## src/rtl/vga_pkg.sv

```systemverilog
`default_nettype none
// ============================================================================
//  Module   : vga_pkg
//  Brief    : Shared game-status codes, colour masks and VGA timing helpers.
//  Revision : 1.0 - initial release
// ============================================================================
package vga_pkg;

    localparam logic [1:0] GS_PLAY  = 2'b00;
    localparam logic [1:0] GS_PAUSE = 2'b01;
    localparam logic [1:0] GS_OVER  = 2'b10;
    localparam logic [1:0] GS_IDLE  = 2'b11;

    // One bit per channel, ordered {r, g, b}
    localparam logic [2:0] c_rgb_none  = 3'b000;
    localparam logic [2:0] c_rgb_wall  = 3'b100;
    localparam logic [2:0] c_rgb_apple = 3'b110;
    localparam logic [2:0] c_rgb_snake = 3'b011;

    function automatic int unsigned total4(input int unsigned a, input int unsigned b,
                                           input int unsigned c, input int unsigned d);
        return a + b + c + d;
    endfunction

    function automatic int unsigned cnt_width(input int unsigned n);
        return (n < 2) ? 1 : $clog2(n);
    endfunction

endpackage
`default_nettype wire

```

## src/rtl/vga_timing_core.sv

```systemverilog
`default_nettype none
// ============================================================================
//  Module   : vga_timing_core
//  Brief    : Pixel-enable divider, h/v counters and sync/active/frame decode.
//  Revision : 1.0 - initial release
// ============================================================================
module vga_timing_core
    import vga_pkg::*;
#(
    parameter int CLK_DIV  = 4,
    parameter int H_ACTIVE = 640,
    parameter int H_FP     = 16,
    parameter int H_SYNC   = 96,
    parameter int H_BP     = 48,
    parameter int V_ACTIVE = 480,
    parameter int V_FP     = 10,
    parameter int V_SYNC   = 2,
    parameter int V_BP     = 33,
    parameter int H_CNT_W  = cnt_width(total4(H_ACTIVE, H_FP, H_SYNC, H_BP)),
    parameter int V_CNT_W  = cnt_width(total4(V_ACTIVE, V_FP, V_SYNC, V_BP))
) (
    input  logic               clk,
    input  logic               rst_n,
    output logic               pix_ce,
    output logic [H_CNT_W-1:0] h_cnt,
    output logic [V_CNT_W-1:0] v_cnt,
    output logic               active,
    output logic               hs_on,
    output logic               vs_on,
    output logic               frame_tick,
    output logic               frame_start
);

    localparam int H_TOTAL = total4(H_ACTIVE, H_FP, H_SYNC, H_BP);
    localparam int V_TOTAL = total4(V_ACTIVE, V_FP, V_SYNC, V_BP);
    localparam int HS_BEG  = H_ACTIVE + H_FP;
    localparam int VS_BEG  = V_ACTIVE + V_FP;

    generate
        if (CLK_DIV <= 1) begin : g_div_bypass
            assign pix_ce = 1'b1;
        end else begin : g_div
            localparam int DW = cnt_width(CLK_DIV);
            logic [DW-1:0] r_div_cnt;
            logic          r_pix_ce;

            // Strobe is registered one count early so it is high during the CLK_DIV-th clk
            always_ff @(posedge clk or negedge rst_n) begin
                if (!rst_n) begin
                    r_div_cnt <= '0;
                    r_pix_ce  <= 1'b0;
                end else begin
                    r_div_cnt <= (r_div_cnt == DW'(CLK_DIV - 1)) ? '0 : r_div_cnt + DW'(1);
                    r_pix_ce  <= (r_div_cnt == DW'(CLK_DIV - 2));
                end
            end
            assign pix_ce = r_pix_ce;
        end
    endgenerate

    logic [H_CNT_W-1:0] r_h;
    logic [V_CNT_W-1:0] r_v;
    logic               r_frame_start;

    always_ff @(posedge clk or negedge rst_n) begin
        if (!rst_n) begin
            r_h           <= '0;
            r_v           <= '0;
            r_frame_start <= 1'b0;
        end else if (pix_ce) begin
            r_frame_start <= (r_h == '0) && (r_v == '0);
            if (r_h == H_CNT_W'(H_TOTAL - 1)) begin
                r_h <= '0;
                r_v <= (r_v == V_CNT_W'(V_TOTAL - 1)) ? '0 : r_v + V_CNT_W'(1);
            end else begin
                r_h <= r_h + H_CNT_W'(1);
            end
        end
    end

    assign h_cnt       = r_h;
    assign v_cnt       = r_v;
    assign active      = (r_h < H_CNT_W'(H_ACTIVE)) && (r_v < V_CNT_W'(V_ACTIVE));
    assign hs_on       = (r_h >= H_CNT_W'(HS_BEG)) && (r_h < H_CNT_W'(HS_BEG + H_SYNC));
    assign vs_on       = (r_v >= V_CNT_W'(VS_BEG)) && (r_v < V_CNT_W'(VS_BEG + V_SYNC));
    assign frame_tick  = pix_ce && (r_h == '0) && (r_v == '0);
    assign frame_start = r_frame_start;

endmodule
`default_nettype wire

```

## src/rtl/vga_grid_renderer.sv

```systemverilog
`default_nettype none
// ============================================================================
//  Module   : vga_grid_renderer
//  Brief    : Snake-game VGA renderer: timing core, cell pipeline, compositor.
//  Revision : 1.0 - initial release
// ============================================================================
module vga_grid_renderer
    import vga_pkg::*;
#(
    parameter int CLK_DIV    = 4,
    parameter int H_ACTIVE   = 640,
    parameter int H_FP       = 16,
    parameter int H_SYNC     = 96,
    parameter int H_BP       = 48,
    parameter int V_ACTIVE   = 480,
    parameter int V_FP       = 10,
    parameter int V_SYNC     = 2,
    parameter int V_BP       = 33,
    parameter bit HS_POL     = 1'b0,
    parameter bit VS_POL     = 1'b0,
    parameter int COLOR_W    = 4,
    parameter int CELL_SHIFT = 4,
    parameter int CELL_W     = 6,
    parameter int WALL_CELLS = 1,
    parameter int BLINK_LOG2 = 5
) (
    input  logic               clk,
    input  logic               rst_n,
    input  logic [1:0]         game_status,
    input  logic [CELL_W-1:0]  apple_cx,
    input  logic [CELL_W-1:0]  apple_cy,
    input  logic               snake_hit,
    output logic               pix_ce,
    output logic [CELL_W-1:0]  cell_x,
    output logic [CELL_W-1:0]  cell_y,
    output logic               frame_start,
    output logic [COLOR_W-1:0] vga_r,
    output logic [COLOR_W-1:0] vga_g,
    output logic [COLOR_W-1:0] vga_b,
    output logic               vga_hs,
    output logic               vga_vs
);

    localparam int H_CNT_W = cnt_width(total4(H_ACTIVE, H_FP, H_SYNC, H_BP));
    localparam int V_CNT_W = cnt_width(total4(V_ACTIVE, V_FP, V_SYNC, V_BP));
    localparam int H_CELLS = H_ACTIVE >> CELL_SHIFT;
    localparam int V_CELLS = V_ACTIVE >> CELL_SHIFT;
    localparam int FC_W    = BLINK_LOG2 + 1;
    localparam logic [COLOR_W-1:0] c_full = {COLOR_W{1'b1}};
    localparam logic [COLOR_W-1:0] c_half = c_full >> 1;

    logic [H_CNT_W-1:0] w_h;
    logic [V_CNT_W-1:0] w_v;
    logic               w_active, w_hs_on, w_vs_on, w_frame_tick;

    vga_timing_core #(
        .CLK_DIV (CLK_DIV),
        .H_ACTIVE(H_ACTIVE), .H_FP(H_FP), .H_SYNC(H_SYNC), .H_BP(H_BP),
        .V_ACTIVE(V_ACTIVE), .V_FP(V_FP), .V_SYNC(V_SYNC), .V_BP(V_BP),
        .H_CNT_W (H_CNT_W),  .V_CNT_W(V_CNT_W)
    ) u_timing (
        .clk        (clk),
        .rst_n      (rst_n),
        .pix_ce     (pix_ce),
        .h_cnt      (w_h),
        .v_cnt      (w_v),
        .active     (w_active),
        .hs_on      (w_hs_on),
        .vs_on      (w_vs_on),
        .frame_tick (w_frame_tick),
        .frame_start(frame_start)
    );

    // S1: cell coordinates and delayed sync/active flags
    logic [CELL_W-1:0] r_cell_x, r_cell_y;
    logic              r_active, r_hs_on, r_vs_on;

    always_ff @(posedge clk or negedge rst_n) begin
        if (!rst_n) begin
            r_cell_x <= '0;
            r_cell_y <= '0;
            r_active <= 1'b0;
            r_hs_on  <= 1'b0;
            r_vs_on  <= 1'b0;
        end else if (pix_ce) begin
            r_cell_x <= w_active ? CELL_W'(w_h >> CELL_SHIFT) : '0;
            r_cell_y <= w_active ? CELL_W'(w_v >> CELL_SHIFT) : '0;
            r_active <= w_active;
            r_hs_on  <= w_hs_on;
            r_vs_on  <= w_vs_on;
        end
    end

    assign cell_x = r_cell_x;
    assign cell_y = r_cell_y;

    // Status and blink counter only move on the first pixel, so a frame is never torn
    logic [1:0]      r_status;
    logic [FC_W-1:0] r_frame_cnt;

    always_ff @(posedge clk or negedge rst_n) begin
        if (!rst_n) begin
            r_status    <= GS_IDLE;
            r_frame_cnt <= '0;
        end else if (w_frame_tick) begin
            r_status <= game_status;
            if ((game_status == GS_OVER) && (r_status != GS_OVER))
                r_frame_cnt <= '0;
            else
                r_frame_cnt <= r_frame_cnt + FC_W'(1);
        end
    end

    logic w_wall, w_apple, w_blink, w_dim;
    logic [2:0]         w_mask;
    logic [COLOR_W-1:0] w_level;

    assign w_wall  = (r_cell_x <  CELL_W'(WALL_CELLS))
                  || (r_cell_x >= CELL_W'(H_CELLS - WALL_CELLS))
                  || (r_cell_y <  CELL_W'(WALL_CELLS))
                  || (r_cell_y >= CELL_W'(V_CELLS - WALL_CELLS));
    assign w_apple = (r_cell_x == apple_cx) && (r_cell_y == apple_cy);
    assign w_blink = r_frame_cnt[BLINK_LOG2];

    always_comb begin
        w_mask = c_rgb_none;
        w_dim  = 1'b0;
        if (r_active) begin
            if (w_wall) begin
                w_mask = c_rgb_wall;
            end else begin
                case (r_status)
                    GS_PLAY, GS_PAUSE: begin
                        if (w_apple)
                            w_mask = c_rgb_apple;
                        else if (snake_hit)
                            w_mask = c_rgb_snake;
                        w_dim = (r_status == GS_PAUSE);
                    end
                    GS_OVER:  w_mask = w_blink ? c_rgb_wall : c_rgb_none;
                    default:  w_mask = c_rgb_none;
                endcase
            end
        end
    end

    assign w_level = w_dim ? c_half : c_full;

    // S2: pins, with sync and colour leaving together
    logic [COLOR_W-1:0] r_r, r_g, r_b;
    logic               r_hs, r_vs;

    always_ff @(posedge clk or negedge rst_n) begin
        if (!rst_n) begin
            r_r  <= '0;
            r_g  <= '0;
            r_b  <= '0;
            r_hs <= ~HS_POL;
            r_vs <= ~VS_POL;
        end else if (pix_ce) begin
            r_r  <= w_mask[2] ? w_level : '0;
            r_g  <= w_mask[1] ? w_level : '0;
            r_b  <= w_mask[0] ? w_level : '0;
            r_hs <= r_hs_on ? HS_POL : ~HS_POL;
            r_vs <= r_vs_on ? VS_POL : ~VS_POL;
        end
    end

    assign vga_r  = r_r;
    assign vga_g  = r_g;
    assign vga_b  = r_b;
    assign vga_hs = r_hs;
    assign vga_vs = r_vs;

endmodule
`default_nettype wire

```

## config.mk

```make
export PLATFORM = sky130hd
export DESIGN_NAME = vga_grid_renderer
export DESIGN_NICKNAME = d
export VERILOG_FILES = /design/src/rtl/vga_pkg.sv /design/src/rtl/vga_timing_core.sv /design/src/rtl/vga_grid_renderer.sv
export SDC_FILE = /design/constraint.sdc
export NUM_CORES = 1
export LEC_CHECK = 0
export ABC_AREA = 1
export CAP_MARGIN = 20
export CORE_MARGIN = 1.5
export CORE_UTILIZATION = 50
export DETAILED_ROUTE_END_ITERATION = 16
export GPL_ROUTABILITY_DRIVEN = 0
export GPL_TIMING_DRIVEN = 1
export HOLD_SLACK_MARGIN = 0.02
export PLACE_DENSITY = 0.77
export SYNTH_ARGS = -nofsm -noshare
export SYNTH_HDL_FRONTEND = slang
export SYNTH_SLANG_ARGS = --single-unit
```

## constraint.sdc

```tcl
create_clock -name clk -period 3.1 [get_ports clk]
set_input_delay 0.465 -clock clk [delete_from_list [all_inputs] [get_ports clk]]
set_output_delay 0.465 -clock clk [all_outputs]
set_load 0.1 [all_outputs]
```

==> results.py <==
metrics = {
    "critical_path": {
        "timing.rr.end": "cell_y[2]",
        "path_cells": "buf_4 -> buf_4",
        "r2r_setup_slack_ps": 1390,
        "rr_startpoint": "u_timing.pix_ce",
        "slowest_stage": "dfrtp_1",
        "path_class": "reg2out",
        "reg2reg_depth": 6,
        "crit_top_cell": "buf_4",
        "crit_buf_inv": 2,
        "cp.required_ps": 2630,
        "slowest_delay_ps": 370,
        "worstPathArrival_ps": 1310,
        "critPathMaxFanout": 18,
        "cp-end-kind": "output port",
        "crit_family": "buffers and inverters",
        "cp-start-kind": "flop",
    },
    "drt": {
        "drc_errors": 0,
        "drtAntennaViolNets": 0,
        "dr_wl_met3_microns": 209,
        "first_iter_violations": 134,
        "wl_met2_microns": 3000,
        "firstDrtPassIters": 5,
        "vias_per_cell": 4.97,
        "routedWlPerCell_microns": 12.1,
        "routed_wl_microns": 6010,
        "routed.top_layer": "met4",
        "wl_met1_microns": 2730,
        "vias": 2477,
    },
    "sta": {
        "period_needed_ps": 1780,
        "maxSlewViolCount": 0,
        "max_freq_ghz": 0.563,
        "finalSetupViolations": 0,
        "tightest_slew_ps": 535,
        "fin_skew_ps": 9.67,
        "timing.final.crit_share_pct": 57.3,
        "hold_viol": 0,
        "max-slew-margin-rel_pct": 64.3,
        "hold_slack_ps": 122,
        "rsz0062_at_grt": "no",
        "setup_tns_ps": 0,
    },
    "placement": {
        "dpl.hpwl_microns": 4620,
        "placed_area_sq_mm": 0.00344,
        "dp_cells": 490,
        "io_buffers": 44,
    },
    "outcome": {
        "status": "complete, no violations",
    },
    "clock_tree": {
        "path_clk_slew_ps": 110,
        "numClockSinks": 55,
        "cts_resized": 0,
        "htree_levels": 2,
        "cts_root_buf": "clkbuf_8",
        "post_cts_buffers": 0,
        "clock_latency_ps": 310,
        "clk_path_buf_depth": 2,
        "cts_buffers": 5,
        "cts_tree": "yes",
        "ctsHoldBuffers": 0,
    },
    "global_routing": {
        "track_usage_pct": 19.6,
        "antenna_found_initial": 0,
        "grt_max_degree": 32,
        "grt.overflow.total": 0,
        "grt_pass1_wl_microns": 10100,
        "grt_pass1_vias": 2233,
    },
    "logic_synthesis": {
        "ys_types": 36,
        "ys_warn_count": 0,
        "yosysSeqAreaShare_pct": 45.3,
        "ys_ff_latch": 55,
        "avgSynthCellArea_sq_um": 8.02,
        "syn_area_sq_mm": 0.00305,
        "syn_inst": 380,
        "synth_nets": 404,
    },
    "cells_and_area": {
        "final_common_cell": "nand2_1",
        "layout_common_cells": "nand2_1 (111), inv_1 (53), dfrtp_1 (51), nor2_1 (31), buf_4 (30)",
        "nNetsFinal": 446,
        "stdcell_count": 498,
        "diodes": 0,
        "drive_above_1_share_pct": 17.5,
        "final_area_sq_mm": 0.00354,
        "area_delta_synth_final_pct": 16.1,
    },
    "die": {
        "rows": 28,
        "start_util_pct": 51.8,
        "dieHeight_microns": 81.1,
        "die-area_sq_mm": 0.00657,
        "die_w_microns": 81.1,
        "boundaryPins": 45,
        "coreArea_sq_mm": 0.00589,
    },
    "pwr": {
        "total_power_uw": 1180,
        "max-vdd-ir-drop_mv": 0.182,
        "p_leak_uw": 0.00180,
        "p_per_area_mw_per_mm2": 333,
    },
    "hold_path": {
        "hold_class": "in2async",
    },
    "flow_run": {
        "drv_cap": 0,
    },
}
==> worst max path at each step <==
stage,from,to,slack (ps),cells past startpoint
floorplan,u_timing.pix_ce,r_frame_cnt[0],1090,8
global placement,apple_cy[0],vga_g[3],1300,11
detailed placement,apple_cy[0],vga_g[3],1260,11
CTS,u_timing.pix_ce,pix_ce,1310,2
global route,u_timing.pix_ce,cell_y[2],1200,6
finish,u_timing.pix_ce,pix_ce,1320,2
==> synthesized netlist by cell type, drive strengths merged <==
| cell | count | area, sq um |
|---|---|---|
| o31ai | 1 | 7.51 |
| a32o | 1 | 10.0 |
| nor4 | 1 | 6.26 |
| nand4 | 7 | 58.8 |
| nor3 | 13 | 80.1 |
| a21oi | 4 | 20.0 |
| o21ai | 20 | 108 |
| dfrtp | 51 | 1280 |
| xnor2 | 4 | 35.0 |
| ha | 7 | 87.6 |
| nor3b | 2 | 15.0 |
| nor2 | 36 | 163 |
| xor2 | 11 | 96.3 |
| a22o | 1 | 8.76 |
| o211a | 1 | 10.0 |
| inv | 59 | 221 |
| o22ai | 7 | 87.6 |
| nand3 | 19 | 95.1 |
| a22oi | 1 | 7.51 |
| or2 | 3 | 18.8 |
| dfstp | 4 | 105 |
| nand3b | 1 | 11.3 |
| nand2 | 114 | 435 |
| a31oi | 1 | 6.26 |
| buf | 11 | 77.6 |
==> routing by layer <==
| metal | vias up | global-route usage (%) |
|---|---|---|
| met5 | - | 0 |
| met4 | 0 | 6.21 |
| met3 | 6 | 2.92 |
| met2 | 49 | 34.2 |
| met1 | 1138 | 25.1 |
| li1 | 1284 | - |
==> logic make-up (layout without fill, tap and decap cells) <==
group,Yosys count,count (layout),share of synthesized area [%]
DFF,55,55,45.3
AOI/OAI and AO/OA,37,37,8.70
adders and majority gates,7,7,2.87
xor gates and xnor gates,15,15,4.31
and+or+nand+nor,196,196,29.0
buffers and inverters,70,113,9.81
==> state kept, by name (all words and copies together), names as in the netlist, 2 cells and up <==
name and cells:
u_timing.g_div.r_div_cnt 2, r_frame_cnt 6, cell_x 6, vga_r 2, vga_b 2, r_status 2, u_timing.h_cnt 10, u_timing.v_cnt 10
cell_y 6, vga_g 2
==> power breakdown <==
part	switching (uW)	internal (uW)	total, uW
combinational	28.8	25.8	54.6
sequential	0.833	719	720
clock	239	162	401
total	269	907	1180
==> per-stage QoR <==
| stage | util, % | worst slack, ps |
|---|---|---|
| 2_1_floorplan | - | 1090 |
| 3_3_place_gp | 58.5 | 1300 |
| 3_5_place_dp | 58.5 | 1260 |
| 4_1_cts | 60.1 | 1310 |
| 5_1_grt | 60.1 | 1200 |
| 6_report | 60.1 | 1320 |
==> final cells by class <==
cell class,instances,area (sq um)
Clock inverter,3,23.8
Multi-Input combinational cell,255,1370
Timing Repair Buffer,46,380
Inverter,59,221
Tap cell,75,93.8
Clock buffer,5,68.8
Fill cell,515,2350
Sequential cell,55,1380
No activity file was read; power rests on OpenSTA's default activity.
